[src/rtl/sync_pkg.sv]
// Shared constants and helpers for the multi-channel input synchronizer.
// The stability filter that uses sync_cnt_width() is built only with SYNC_FILT_EN.
package sync_pkg;

  localparam int SYNC_MIN_STAGES   = 32'sd2;
  localparam int SYNC_DEF_FILT_CNT = 32'sd4;

  // Counter width able to hold 0..filt_cnt.
  function automatic int sync_cnt_width(input int filt_cnt);
    return $clog2(filt_cnt + 32'sd1);
  endfunction

endpackage

[src/rtl/sync_filt_ch.sv]
// One synchronizer channel: STAGES-deep flop chain, optional stability filter
// (built when SYNC_FILT_EN is defined) and registered rise/fall pulses aligned to dout.
module sync_filt_ch
  import sync_pkg::*;
#(
  parameter int   STAGES   = 2,
  parameter int   FILT_CNT = SYNC_DEF_FILT_CNT,
  parameter logic INIT     = 1'b0
) (
  input  logic clk,
  input  logic rst,
  input  logic din,
  output logic dout,
  output logic rise,
  output logic fall
);

  if (STAGES < SYNC_MIN_STAGES) begin : g_bad_stages
    $error("sync_filt_ch: STAGES must be at least %0d", SYNC_MIN_STAGES);
  end
  if (FILT_CNT < 32'sd1) begin : g_bad_filt
    $error("sync_filt_ch: FILT_CNT must be at least 1");
  end

  (* async_reg = "true" *) logic [STAGES-1:0] sync_r;
  logic sy_s;
  logic dout_s;
  logic dout_nxt_s;
  logic rise_r;
  logic fall_r;

  // Synchronizer chain; only sync_r[0] ever sees the asynchronous input.
  always_ff @(posedge clk or negedge rst) begin
    if (!rst) begin
      sync_r <= {STAGES{INIT}};
    end else begin
      sync_r <= {sync_r[STAGES-2:0], din};
    end
  end

  assign sy_s = sync_r[STAGES-1];

`ifdef SYNC_FILT_EN
  localparam int CW = sync_cnt_width(FILT_CNT);
  localparam logic [CW-1:0] CNT_LAST = CW'(FILT_CNT - 32'sd1);

  logic [CW-1:0] cnt_r;
  logic [CW-1:0] cnt_nxt_s;
  logic          dout_r;

  // dout follows sy only after FILT_CNT consecutive cycles of disagreement.
  always_comb begin
    cnt_nxt_s  = {CW{1'b0}};
    dout_nxt_s = dout_r;
    if (sy_s == dout_r) begin
      cnt_nxt_s = {CW{1'b0}};
    end else if (cnt_r == CNT_LAST) begin
      dout_nxt_s = sy_s;
      cnt_nxt_s  = {CW{1'b0}};
    end else begin
      cnt_nxt_s = cnt_r + CW'(32'd1);
    end
  end

  // Filter state register.
  always_ff @(posedge clk or negedge rst) begin
    if (!rst) begin
      cnt_r  <= {CW{1'b0}};
      dout_r <= INIT;
    end else begin
      cnt_r  <= cnt_nxt_s;
      dout_r <= dout_nxt_s;
    end
  end

  assign dout_s = dout_r;
`else
  // Unfiltered: dout is the last chain flop, so its next value is the flop before it.
  assign dout_s     = sy_s;
  assign dout_nxt_s = sync_r[STAGES-2];
`endif

  // Edge pulses use the value dout is about to take, so they coincide with the dout change.
  always_ff @(posedge clk or negedge rst) begin
    if (!rst) begin
      rise_r <= 1'b0;
      fall_r <= 1'b0;
    end else begin
      rise_r <= dout_nxt_s & ~dout_s;
      fall_r <= ~dout_nxt_s & dout_s;
    end
  end

  assign dout = dout_s;
  assign rise = rise_r;
  assign fall = fall_r;

endmodule

[src/rtl/multi_sync_filt.sv]
// WIDTH independent single-bit synchronizers with rise/fall pulses.
// Define SYNC_FILT_EN to add a FILT_CNT-cycle stability filter on every channel.
module multi_sync_filt
  import sync_pkg::*;
#(
  parameter int               WIDTH    = 4,
  parameter int               STAGES   = 2,
  parameter int               FILT_CNT = SYNC_DEF_FILT_CNT,
  parameter logic [WIDTH-1:0] INIT     = {WIDTH{1'b0}}
) (
  input  logic             clk,
  input  logic             rst,
  input  logic [WIDTH-1:0] din,
  output logic [WIDTH-1:0] dout,
  output logic [WIDTH-1:0] rise,
  output logic [WIDTH-1:0] fall
);

  if (WIDTH < 32'sd1) begin : g_bad_width
    $error("multi_sync_filt: WIDTH must be at least 1");
  end

  // Channels are independent: no coherency between bits of din.
  for (genvar i = 0; i < WIDTH; i++) begin : g_ch
    sync_filt_ch #(
      .STAGES   (STAGES),
      .FILT_CNT (FILT_CNT),
      .INIT     (INIT[i])
    ) u_ch (
      .clk  (clk),
      .rst  (rst),
      .din  (din[i]),
      .dout (dout[i]),
      .rise (rise[i]),
      .fall (fall[i])
    );
  end

endmodule
[config.mk]
export PLATFORM = sky130hd
export DESIGN_NAME = multi_sync_filt
export DESIGN_NICKNAME = d
export VERILOG_FILES = /design/src/rtl/sync_pkg.sv /design/src/rtl/sync_filt_ch.sv /design/src/rtl/multi_sync_filt.sv
export SDC_FILE = /design/constraint.sdc
export NUM_CORES = 1
export LEC_CHECK = 0
export CAP_MARGIN = 20
export CORE_UTILIZATION = 35
export DETAILED_ROUTE_END_ITERATION = 10
export PLACE_DENSITY = 0.69
export SETUP_SLACK_MARGIN = 0.4
export SYNTH_ARGS = -nofsm -noshare
export SYNTH_HDL_FRONTEND = slang
export SYNTH_HIERARCHICAL = 1
export SYNTH_SLANG_ARGS = --single-unit
[constraint.sdc]
create_clock -name clk -period 0.8 [get_ports clk]
set_clock_uncertainty 0.2 [all_clocks]
set_input_delay 0.16 -clock clk [delete_from_list [all_inputs] [get_ports clk]]
set_output_delay 0.16 -clock clk [all_outputs]
set_load 0.005 [all_outputs]
Yosys cells after proc, flatten, opt, wreduce, memory -nomap -nowiden
Index checks and enable logic that the tools add are counted.
{"block": "word_totals", "ff_bits": 16, "input_bits": 6, "output_inout_bits": 12}
{"block": "classes", "bitwise": 16}
{"cell": "1-bit bitwise AND", "n": 8}
{"cell": "1-bit NOT", "n": 8}

Depth between registers and ports, before layout
{"block": "logic_depth", "word_depth": 2, "ltp_mapped": 1, "depth_no_buf": 1}

Cells and area by module
Netlist, hierarchy kept.
{"module": "sync_filt_ch", "instances": 4, "cells_each": 6, "area_per_inst_um2": 115.1, "seq_area_each_um2": 100.1}

Least setup slack after synthesis
Ideal clock, no wire load.
{"block": "synth_timing", "kind": "flip-flop to flip-flop", "startpoint": "register g_ch[0].u_ch.sync_r[1]", "endpoint": "register g_ch[0].u_ch.fall_r", "setup_time_ns": 0.120, "arrival_ns": 0.560, "required_time_ns": 0.480, "setup_slack_ns": -0.080, "stages_incl_launch_ff": 2, "n_path_buf": 0, "synth_period_minus_slack_ns": 0.880, "path_cell_list": "dfrtp_1 > and2b_2"}
{"block": "synth_between", "elab_chain_cells": 1}
{"item": "start: declaration", "line_no": "sync_filt_ch.sv:25", "rtl": "(* async_reg = \"true\" *) logic [STAGES-1:0] sync_r;"}
{"item": "start signal: assignment", "line_no": "sync_filt_ch.sv:35", "rtl": "sync_r <= {STAGES{INIT}};"}
{"item": "start signal: assignment", "line_no": "sync_filt_ch.sv:37", "rtl": "sync_r <= {sync_r[STAGES-2:0], din};"}
{"item": "1-bit bitwise AND", "line_no": "sync_filt_ch.sv:90", "rtl": "fall_r <= ~dout_nxt_s & dout_s;"}
{"item": "end signal: assignment", "line_no": "sync_filt_ch.sv:90"}
{"item": "end: declaration", "line_no": "sync_filt_ch.sv:30", "rtl": "logic fall_r;"}
Every way passes these cells.

Worst setup path in the final report
{"block": "layout_timing", "startpoint": "register g_ch[0].u_ch.sync_r[1]", "endpoint": "output dout[0]"}
{"item": "end: declaration", "line_no": "multi_sync_filt.sv:14", "rtl": "output logic [WIDTH-1:0] dout,"}
No word-level cell between the ends.

==> impl_metrics.tcl <==
set metrics [dict create \
    track_usage_pct 14.5 \
    cts_root_buf "clkbuf_4" \
    die_h_um 38.3 \
    seq_area_frac_synth_pct 87.0 \
    total_power_w 0.00143 \
    detail-route-antenna-nets 0 \
    p_leak_nw 0.396 \
    grt_max_degree 9 \
    placed_cell_area_sq_um 683 \
    synth_nets 30 \
    ys_warn_count 6 \
    clk_pin_slew_worst_paths_ns 0.08 \
    powerDensity_nw_per_um2 1890 \
    syn_to_final_growth_pct 63.6 \
    ys_seq_elements 16 \
    grt_pass1_wl_mm 1.32 \
    period_needed_ns 1.17 \
    dieArea_sq_um 1460 \
    max_cap_viol_count 0 \
    crit_path_end_kind "output port" \
    tritoncts "built" \
    drt-initial-drc-count 0 \
    final_cell_mix "16 x dfrtp_1, 12 x buf_2, 6 x buf_6" \
    start_kind "register" \
    syn_area_per_cell_sq_um 19.2 \
    avgRoutedWirePerCell_um 13.9 \
    synth_area_sq_um 460 \
    finalSetupViolCount 20 \
    slew_headroom_pct 90.1 \
    path_class "register to output port" \
    drive_above_1_share_pct 56.6 \
    tns_ns -5.78 \
    totalWireLength_um 931 \
    place_ws_ns -0.438 \
    final-max-slew-violation-count 0 \
    crit_family "flip-flops" \
    finalCritPeriodShare_pct 146 \
    hold_violations 20 \
    r2r-start "g_ch[0].u_ch/sync_r[1]" \
    syn_inst 24 \
    antenna_found_initial 0 \
    cp_data_arrival_time_ns 0.81 \
    fp.dieW_um 38.3 \
    min_path_type "input port to asynchronous set/reset pin" \
    cp_cell_sequence "buf_2" \
    io_buffers 17 \
    grt-ovfl-total 0 \
    cp.required_ns 0.44 \
    ir_drop_v 0.00114 \
    rr_worst_depth 3 \
    cts_sinks 16 \
    num_rows 12 \
    setup_ws_ns -0.371 \
    tightestPinTransition_ns 0.149 \
    critPathSlowestCell "dfrtp_1" \
    ctsHtreeMaxLevel 1 \
    numCtsBuffers 3 \
    fin_area_sq_um 753 \
    gp_congestion 0.712 \
    drc 0 \
    viasPerCell 4.28 \
    grt_pass1_vias 294 \
    vias 287 \
    final_common_cell "dfrtp_1" \
    antennaDiodeCount 0 \
    violations "hold timing, setup timing" \
    firstDrtPassIters 1 \
    critPathMaxStageDelay_ns 0.40 \
    core_sq_um 1170 \
    status "complete, but fails checks" \
    fin_nets 61 \
    synth_cell_types 3 \
    path_depth 1 \
    crit_start "g_ch[0].u_ch/sync_r[1]" \
    max_freq_mhz 854 \
    cp_max_fo 2 \
    whs_ns -0.262 \
    initial_utilization_pct 39.3 \
    crit_buf_inv 1 \
    rsz0062_at_grt "yes" \
    hpwlAfterDp_um 602 \
    cts.path.max_buffers 2 \
    clk_latency_ns 0.27 \
    io_pins 18 \
]
==> worst register-to-register path: cells and delay by family, from the launching register on <==
| kind | cells | cell delay, ns |
|---|---|---|
| flip-flops | 1 | 0.40 |
| AND/OR/NAND/NOR | 1 | 0.19 |
| buffers and inverters | 2 | 0.23 |
==> logic make-up after synthesis <==
family,after synthesis,synth area share (%)
flip-flops,16,87.0
AND/OR/NAND/NOR,8,13.0
==> path summary, 6_finish.rpt <==
path                                          end  slack [ns]
min in group clk           g_ch[3].u_ch/sync_r[0]       -0.13
min reg2reg                g_ch[3].u_ch/sync_r[1]        0.20
max in group asynchronous  g_ch[2].u_ch/sync_r[1]        0.42
max                                       dout[0]       -0.37
max reg2reg                     g_ch[0].u_ch/fall       -0.32
min                             g_ch[1].u_ch/fall       -0.26
==> registers in the layout, summed over array words and instances (netlist names) <==
| signal | flops |
|---|---|
| g_ch.u_ch/fall | 4 |
| g_ch.u_ch/rise | 4 |
| g_ch.u_ch/sync_r | 8 |
==> layout make-up <==
type	instances	area (sq um)
fill	83	418
sequential	16	400
timing repair buffer	26	238
multi-input combinational	8	75.1
clock buffer	3	22.5
tap	14	17.5
==> where the power goes <==
group / switching (W) / internal [W] / total [W] / leakage (nW)
registers: 0.0000193 / 0.000849 / 0.000868 / 0.196
clock network: 0.000216 / 0.000174 / 0.000390 / 0.0138
logic: 0.0000554 / 0.000114 / 0.000169 / 0.185
==> metal layers <==
metal / track usage [%] / vias to the layer above / wire length [um] / part of all wire (%)
met5: 0 / - / 0 / 0
met4: 8.04 / 0 / 0 / 0
met3: 3.49 / 0 / 28 / 3.0
met2: 26.7 / 5 / 570 / 61
met1: 14.7 / 148 / 332 / 36
li1: - / 134 / - / -
==> per-stage QoR <==
step,util (%),std cells
6_report,64.3,67
5_1_grt,64.3,67
4_1_cts,61.6,66
3_5_place_dp,58.3,58
3_3_place_gp,58.3,58
2_1_floorplan,-,24
==> synth_stat cells <==
master / instances / area, sq um
and2b_2: 4 / 35.0
dfrtp_1: 16 / 400
nor2b_1: 4 / 25.0
==> what timing repair did <==
action / 4_1_cts / 5_1_grt
buffers inserted: 4 / 1
hold endpoints to repair: 20 / 20
gates cloned: 1 / 0
resized for setup: 59 / 7
endpoints found under the setup margin: 44 / 32
pin swaps: 0 / 0
Power figures use the tool's default switching activity.
